<file path="src/rtl/mem_pkg.sv">
// Shared types and constants for the data-RAM access unit.
package mem_pkg;

    localparam int WORD_BYTES = 4;

    localparam logic [1:0] SIZE_BYTE    = 2'd0;
    localparam logic [1:0] SIZE_HALF    = 2'd1;
    localparam logic [1:0] SIZE_WORD    = 2'd2;
    localparam logic [1:0] SIZE_ILLEGAL = 2'd3;

    typedef enum logic [1:0] {
        BYTE    = 2'd0,
        HALF    = 2'd1,
        WORD    = 2'd2,
        ILLEGAL = 2'd3
    } mem_size_e;

    // FSM encoding kept as plain constants so older code can compare raw bits.
    typedef logic [2:0] mau_state_e;

    localparam mau_state_e IDLE   = 3'd0;
    localparam mau_state_e RD     = 3'd1;
    localparam mau_state_e WR     = 3'd2;
    localparam mau_state_e RMW_RD = 3'd3;
    localparam mau_state_e RMW_WR = 3'd4;
    localparam mau_state_e RESP   = 3'd5;

endpackage

</file>
<file path="src/rtl/mem_lane_align.sv">
// Little-endian byte-lane steering: load extract/extend and store merge.
module mem_lane_align
    import mem_pkg::*;
(
    input  logic [31:0] word,
    input  logic [1:0]  lane,
    input  mem_size_e   size,
    input  logic        unsigned_ld,
    output logic [31:0] rdata,
    input  logic [31:0] old_word,
    input  logic [31:0] wdata,
    output logic [31:0] new_word
);

    logic [4:0]  bit_ofs;
    logic [31:0] shifted;
    logic [31:0] size_mask;
    logic [31:0] lane_mask;
    logic [31:0] lane_data;

    assign bit_ofs = {lane, 3'b000};

    // Bring the addressed lane down to bit 0 and extend to a full word.
    always_comb begin
        shifted = word >> bit_ofs;
        rdata   = word;
        case (size)
            BYTE:    rdata = {{24{~unsigned_ld & shifted[7]}},  shifted[7:0]};
            HALF:    rdata = {{16{~unsigned_ld & shifted[15]}}, shifted[15:0]};
            default: rdata = word;
        endcase
    end

    // Overlay the right-justified store bytes onto the old word at the lane.
    always_comb begin
        case (size)
            BYTE:    size_mask = {24'h0, 8'hFF};
            HALF:    size_mask = {16'h0, 16'hFFFF};
            default: size_mask = 32'hFFFF_FFFF;
        endcase
        lane_mask = size_mask << bit_ofs;
        lane_data = wdata << bit_ofs;
        new_word  = (old_word & ~lane_mask) | (lane_data & lane_mask);
    end

endmodule

</file>
<file path="src/rtl/mem_access_unit.sv">
// Data-RAM initiator: one load/store at a time, word RAM cycles with
// read-modify-write for sub-word stores, single-cycle response pulse.
module mem_access_unit
    import mem_pkg::*;
#(
    parameter int ADDR_WORDS = 16
) (
    input  logic        clk,
    input  logic        rst_n,
    input  logic        req_valid,
    output logic        req_ready,
    input  logic        req_we,
    input  logic [1:0]  req_size,
    input  logic        req_unsigned,
    input  logic [31:0] req_addr,
    input  logic [31:0] req_wdata,
    output logic        rsp_valid,
    output logic [31:0] rsp_rdata,
    output logic        rsp_err,
    output logic        read_ram,
    output logic        write_ram,
    output logic [31:0] ram_addr,
    output logic [31:0] ram_write_data,
    input  logic [31:0] ram_out
);

    localparam int          LANE_W = $clog2(WORD_BYTES);
    localparam logic [31:0] DEPTH  = ADDR_WORDS;

    mau_state_e  state;
    mau_state_e  state_nxt;
    logic [1:0]  lane_q;
    mem_size_e   size_q;
    logic        unsigned_q;
    logic [31:0] wdata_q;

    logic        accept;
    logic        req_bad;
    logic [31:0] word_idx;
    logic [31:0] load_data;
    logic [31:0] merged_word;

    assign accept   = req_valid && req_ready;
    assign word_idx = req_addr >> LANE_W;

    // Strobes and handshake decode straight from state so reset drops them at once.
    assign req_ready = (state == IDLE);
    assign read_ram  = (state == RD) || (state == RMW_RD);
    assign write_ram = (state == WR) || (state == RMW_WR);
    assign rsp_valid = (state == RESP);

    // Request legality, in priority order: illegal size, misalignment, range.
    always_comb begin
        req_bad = 1'b0;
        if (req_size == SIZE_ILLEGAL)
            req_bad = 1'b1;
        else if (req_size == SIZE_HALF && req_addr[0])
            req_bad = 1'b1;
        else if (req_size == SIZE_WORD && req_addr[1:0] != 2'b00)
            req_bad = 1'b1;
        else if (word_idx >= DEPTH)
            req_bad = 1'b1;
    end

    // Both extract and merge work on the word the RAM is presenting this cycle.
    mem_lane_align u_lane_align (
        .word        (ram_out),
        .lane        (lane_q),
        .size        (size_q),
        .unsigned_ld (unsigned_q),
        .rdata       (load_data),
        .old_word    (ram_out),
        .wdata       (wdata_q),
        .new_word    (merged_word)
    );

    // Next-state selection; every RAM phase lasts exactly one cycle.
    always_comb begin
        state_nxt = state;
        case (state)
            IDLE: begin
                if (accept) begin
                    if (req_bad)
                        state_nxt = RESP;
                    else if (!req_we)
                        state_nxt = RD;
                    else if (req_size == SIZE_WORD)
                        state_nxt = WR;
                    else
                        state_nxt = RMW_RD;
                end
            end
            RD:      state_nxt = RESP;
            WR:      state_nxt = RESP;
            RMW_RD:  state_nxt = RMW_WR;
            RMW_WR:  state_nxt = RESP;
            RESP:    state_nxt = IDLE;
            default: state_nxt = IDLE;
        endcase
    end

    // State register.
    always_ff @(posedge clk or negedge rst_n) begin
        if (!rst_n)
            state <= IDLE;
        else
            state <= state_nxt;
    end

    // Request capture, RAM address/data and response registers. The merged
    // store word is formed from ram_out at the end of RMW_RD and held in
    // ram_write_data, so the captured read word needs no separate register.
    always_ff @(posedge clk or negedge rst_n) begin
        if (!rst_n) begin
            lane_q         <= 2'd0;
            size_q         <= BYTE;
            unsigned_q     <= 1'b0;
            wdata_q        <= 32'h0;
            ram_addr       <= 32'h0;
            ram_write_data <= 32'h0;
            rsp_rdata      <= 32'h0;
            rsp_err        <= 1'b0;
        end else if (accept) begin
            lane_q     <= req_addr[1:0];
            size_q     <= mem_size_e'(req_size);
            unsigned_q <= req_unsigned;
            wdata_q    <= req_wdata;
            rsp_rdata  <= 32'h0;
            rsp_err    <= req_bad;
            if (!req_bad)
                ram_addr <= word_idx;
            if (!req_bad && req_we && req_size == SIZE_WORD)
                ram_write_data <= req_wdata;
        end else if (state == RD) begin
            rsp_rdata <= load_data;
        end else if (state == RMW_RD) begin
            ram_write_data <= merged_word;
        end
    end

endmodule

</file>
<file path="config.mk">
export PLATFORM = sky130hd
export DESIGN_NAME = mem_access_unit
export DESIGN_NICKNAME = d
export VERILOG_FILES = /design/src/rtl/mem_pkg.sv /design/src/rtl/mem_lane_align.sv /design/src/rtl/mem_access_unit.sv
export SDC_FILE = /design/constraint.sdc
export NUM_CORES = 1
export LEC_CHECK = 0
export CAP_MARGIN = 20
export CORE_ASPECT_RATIO = 1.2
export CORE_MARGIN = 2
export CORE_UTILIZATION = 54
export CTS_BUF_LIST = sky130_fd_sc_hd__clkbuf_4 sky130_fd_sc_hd__clkbuf_8
export CTS_CLUSTER_DIAMETER = 100
export CTS_CLUSTER_SIZE = 28
export DETAILED_ROUTE_END_ITERATION = 10
export GPL_TIMING_DRIVEN = 0
export PLACE_DENSITY = 0.89
export SLEW_MARGIN = 15
export SYNTH_ARGS = -nofsm -noshare
export SYNTH_HDL_FRONTEND = slang
export SYNTH_HIERARCHICAL = 1
export SYNTH_SLANG_ARGS = --single-unit
export TNS_END_PERCENT = 50
</file>
<file path="constraint.sdc">
create_clock -name clk -period 3.6 [get_ports clk]
set_input_delay 0.72 -clock clk [delete_from_list [all_inputs] [get_ports clk]]
set_output_delay 0.72 -clock clk [all_outputs]
set_load 0.02 [all_outputs]
</file>
== Word-level counts from Yosys, hierarchy flattened ==
Index checks and enable logic that the tools add are counted.
W data, S select, Z words.

* Magnitude comparators: 1
* Shift operators: 3
* Equal/unequal tests: 12
* Multiplexer cells: 17
* Bitwise gates (word level): 8
* Reductions and logical operators: 16

{| class="wikitable"
|+ Operators by type and width
! cell !! count
|-
| $mux W32 || 6
|-
| $pmux W32 S2 || 2
|-
| $and A32 B32 Y32 || 2
|-
| $shl A32 B5 Y32 || 2
|-
| $not A32 Y32 || 1
|-
| $or A32 B32 Y32 || 1
|-
| $shr A32 B5 Y16 || 1
|-
| $ge A30 B5 Y1 const B || 1
|-
| $pmux W3 S3 || 1
|-
| $eq A3 B2 Y1 const B || 2
|-
| $eq A3 B3 Y1 const B || 2
|-
| $mux W3 || 2
|-
| $reduce_bool A2 Y1 || 3
|-
| $logic_and A1 B1 Y1 || 5
|-
| $mux W1 || 5
|-
| $eq A2 B1 Y1 const B || 2
|-
| $eq A2 B2 Y1 const B || 2
|-
| $ne A2 B1 Y1 const B || 2
|-
| $eq A3 B1 Y1 const B || 1
|-
| $logic_not A3 Y1 || 1
|-
| $reduce_and A3 Y1 || 1
|-
| $reduce_or A3 Y1 || 1
|-
| $and A1 B1 Y1 || 2
|-
| $logic_not A2 Y1 || 1
|-
| 6 further kinds || 8
|}

* Register bits after elaboration: 135
* Output and inout port bits: 101

== Logic depth before layout (Yosys ltp) ==
* Word-level depth: 10
* Depth in mapped cells: 9
* Gate-level depth less buffers: 7

== Modules after synthesis ==
Netlist, hierarchy kept.

{| class="wikitable"
|+ Modules (own cells, without submodules)
! module !! times used !! area an instance (µm²) !! seq. area each (µm²) !! cells an instance
|-
| mem_access_unit || 1 || 5570.3 || 3378.2 || 530
|-
| mem_lane_align || 1 || 1662.8 || 0.0 || 236
|}

== Worst setup path before layout ==
Ideal clock, no wire load.

* Kind: input to register
* From: input req_addr[5]
* To: register ram_write_data[10]
* Stages on the path: 6
* Arrival time: 2.345 ns
* Required time: 3.475 ns
* Path buffers: 1
* Library setup time: 0.125 ns
* Slack: 1.129 ns
* Cells stage by stage: or4b_4 -> nor3_4 -> nor4_4 -> a32oi_4 -> buf_12 -> mux2_4

* Word-level cells in the longest chain between the ends: 10

{| class="wikitable"
|+ Ends and longest elaborated chain
! item !! line !! text
|-
| from (decl) || mem_access_unit.sv:15 || <nowiki>input logic [31:0] req_addr,</nowiki>
|-
| $ge A30 B5 Y1 || mem_access_unit.sv:61 || <nowiki>else if (word_idx >= DEPTH)</nowiki>
|-
| $mux W1 || mem_access_unit.sv:61 ||
|-
| $mux W1 || mem_access_unit.sv:59 || <nowiki>else if (req_size == SIZE_WORD && req_addr[1:0] != 2'b00)</nowiki>
|-
| $mux W1 || mem_access_unit.sv:57 || <nowiki>else if (req_size == SIZE_HALF && req_addr[0])</nowiki>
|-
| $mux W1 || mem_access_unit.sv:55 || <nowiki>if (req_size == SIZE_ILLEGAL)</nowiki>
|-
| $logic_not A1 Y1 || mem_access_unit.sv:132 || <nowiki>if (!req_bad && req_we && req_size == SIZE_WORD)</nowiki>
|-
| $logic_and A1 B1 Y1 (2 in a row) || mem_access_unit.sv:132 ||
|-
| $ne A2 B1 Y1 (no source line) || n/a ||
|-
| $reduce_and A3 Y1 (no source line) || n/a ||
|-
| to (signal assigned) || mem_access_unit.sv:133 || <nowiki>ram_write_data <= req_wdata;</nowiki>
|-
| to (signal assigned) || mem_access_unit.sv:137 || <nowiki>ram_write_data <= merged_word;</nowiki>
|-
| to (decl) || mem_access_unit.sv:23 || <nowiki>output logic [31:0] ram_write_data,</nowiki>
|}

Every way passes these cells.
A chain may end at the register's enable or synchronous reset.

== Worst setup path in the final report ==
* From: input req_addr[12]
* To: register ram_write_data[12]

Same word-level chain as after synthesis.

==> results.cfg <==
[floorplan]
die_area_um2 = 14300
die_h_um = 131
start_util_pct = 54.9
core_area_um2 = 13200
io_pins = 204
row_count = 46
die_x_um = 110

[global_route]
grt_usage_pct = 32.1
grt_pass1_wl_um = 34400
antenna_found_initial = 0
grt_pass1_vias = 6655
grt_overflow_total = 0
grt_max_degree = 89

[sta]
fmax_mhz = 353
setup_tns_ns = 0
relSlewSlack_pct = 59.3
slew_viol_final = 0
rsz0062_at_grt = no
worst_pin_slew_ns = 0.611
fin_hold_ws_ns = 0.179
finalClockSkew_ns = 0.0141
fin_crit_ns = 2.83
hold_viol = 0
setup_viol = 0
min_period_over_period_pct = 78.6

[layout]
fillers = 893
postLayoutCoreUtil_pct = 75.1
nNetsFinal = 1091
antenna_cells = 0
syn2layout_area_growth_pct = 36.8
layout_commonest_cell = nand2_1
final_cell_mix = nand2_1, clkdlybuf4s50_1, dfrtp_1
drive_above_1_share_pct = 14.1

[setup_path]
worst-r2r-setup-slack_ns = 1.21
path_class = in -> reg
start_kind = primary input
path_buf_inv = 2
r2r_cells = 8
cp.required_ns = 3.93
r2r-end = unsigned_q
crit_end = ram_write_data[12]
startpoint = req_addr[12]
worst-path-stages = 7
path_delay_family = simple AND/OR/NAND/NOR gates
critPathSlowestCell = nor4_1
critical_path.max_stage_delay_ns = 0.50
reg2reg_from = state[1]
critical_path_arrival_ns = 3.16
crit_fanout = 10
crit_chain = clkdlybuf4s50_1 > nor4_1 > o211ai_1 > nor4_4 > a32oi_4 > buf_12 > mux2_4
critical_path.endpoint_type = register

[clocking]
cts.sinks = 135
h-tree-depth = 4
cts_resized = 0
cts-root-buf = clkbuf_8
numCtsBuffers = 17
ctsLongestPathBuffers = 2
clkTransAtPathRegs_ns = 0.08
holdBufCountCts = 0
tritoncts = yes
post_cts_buffers = 0
insertion_delay_ns = 0.46

[synth]
yosysUniqueCellTypes = 50
syn_area_per_cell_um2 = 9.44
netlist_instances = 766
synth_area_um2 = 7230
ys_seq_area_share_pct = 46.7
ys_seq_elements = 135
yosys_warnings = 6

[detailed_routing]
drt_first_iter_violations = 592
wl_per_cell_um = 19.2
num_vias = 6590
routed_wl_um = 22400
antenna_left = 0
drc = 0
first_pass_iters = 6
via_per_inst = 5.64

[power]
total_power_mw = 7.13
power.leakage_nw = 4.85
powerDensity_nw_per_um2 = 721
vdd_ir_drop_max_v = 0.000350

[placement]
place.gp.congestion = 0.951
dpl.hpwl_um = 16700
io_buffers = 201

[job]
drv_cap = 0

[min_path]
hold_path_class = in -> async

[outcome]
status = completed
[per-stage QoR]
stage          setup slack [ns]  area [um2]  instances
3_3_place_gp              -3.33        9460       1136
4_1_cts                   0.774        9900       1169
2_1_floorplan              1.13        7240        767
6_report                  0.769        9900       1169
5_1_grt                   0.691        9900       1169
3_5_place_dp              0.297        9490       1137
[cell families after synthesis]
group	Yosys count	synth area share, %
AND/OR/NAND/NOR	352	20.9
AO/OA/AOI/OAI	132	12.6
buffers and inverters	56	4.67
multiplexers	88	14.8
flip-flops	135	46.7
other	1	0.0518
XOR/XNOR	2	0.242
[where the power goes]
group | switching, mW | internal (mW)
clock | 0.611 | 0.688
sequential | 0.311 | 1.87
combinational | 2.10 | 1.55
[how the worst min path moves through the flow]
stage / from / endpoint / cells after the start
after floorplan: rst_n / lane_q[0] / 0
after global placement: wdata_q[25] / wdata_q[25] / 2
after detailed placement: wdata_q[25] / wdata_q[25] / 2
after CTS: rst_n / ram_write_data[28] / 1
after global routing: rst_n / ram_write_data[27] / 1
final: rst_n / ram_write_data[28] / 1
[per-layer routing]
layer | routed length [um] | GRT usage [%] | vias up | part of all wire, %
li1 | - | - | 3008 | -
met5 | 0 | 0 | - | 0
met2 | 11000 | 52.1 | 359 | 49
met3 | 2100 | 8.88 | 56 | 9.4
met4 | 709 | 15.0 | 0 | 3.2
met1 | 8620 | 39.8 | 3167 | 38
[cell type report]
| type | instances | area, um2 | area share [%] |
|---|---|---|---|
| multi-input cells | 576 | 3520 | 35.6 |
| flip-flops and latches | 135 | 3380 | 34.1 |
| repair buffers | 202 | 2040 | 20.6 |
| plain buffers | 53 | 327 | 3.30 |
| clock buffers | 22 | 290 | 2.93 |
| well taps | 168 | 210 | 2.12 |
| clock inverters | 10 | 120 | 1.21 |
| inverters | 3 | 11.3 | 0.114 |
[sequential cells by signal (all words and copies together), names as in the netlist]
signal,flops
size_q,2
ram_addr,30
ram_write_data,32
rsp_rdata,32
lane_q,2
rsp_err,1
state,3
wdata_q,32
unsigned_q,1
[synthesized netlist by cell type (all sizes together)]
library cell / n / area (um2)
a2111oi: 1 / 8.76
a211oi: 8 / 60.1
a21o: 16 / 120
a21oi: 41 / 224
a22oi: 7 / 57.6
a31oi: 1 / 6.26
a32oi: 1 / 27.5
and2: 27 / 169
and3: 2 / 12.5
and3b: 2 / 17.5
buf: 30 / 240
clkbuf: 23 / 86.3
conb: 1 / 3.75
dfrtp: 135 / 3380
inv: 3 / 11.3
mux2: 59 / 781
mux2i: 29 / 290
nand2: 257 / 965
nand2b: 1 / 6.26
nand3: 1 / 5.00
nor2: 36 / 138
nor2b: 12 / 75.1
nor3: 3 / 31.3
nor3b: 1 / 7.51
nor4: 8 / 65.1
o211a: 7 / 70.1
o211ai: 1 / 7.51
o21a: 2 / 15.0
o21ai: 36 / 180
o221ai: 1 / 15.0
o22a: 1 / 8.76
o31a: 1 / 17.5
o31ai: 8 / 95.1
or2: 1 / 6.26
or4b: 1 / 13.8
xnor2: 2 / 17.5
[worst reg2reg max path: cells and delay by family (launching register included)]
family / cells / cell delay, ns
DFF: 1 / 0.36
buffers and inverters: 4 / 1.33
and+or+nand+nor: 4 / 0.65
No activity file was read; power rests on OpenSTA's default activity.
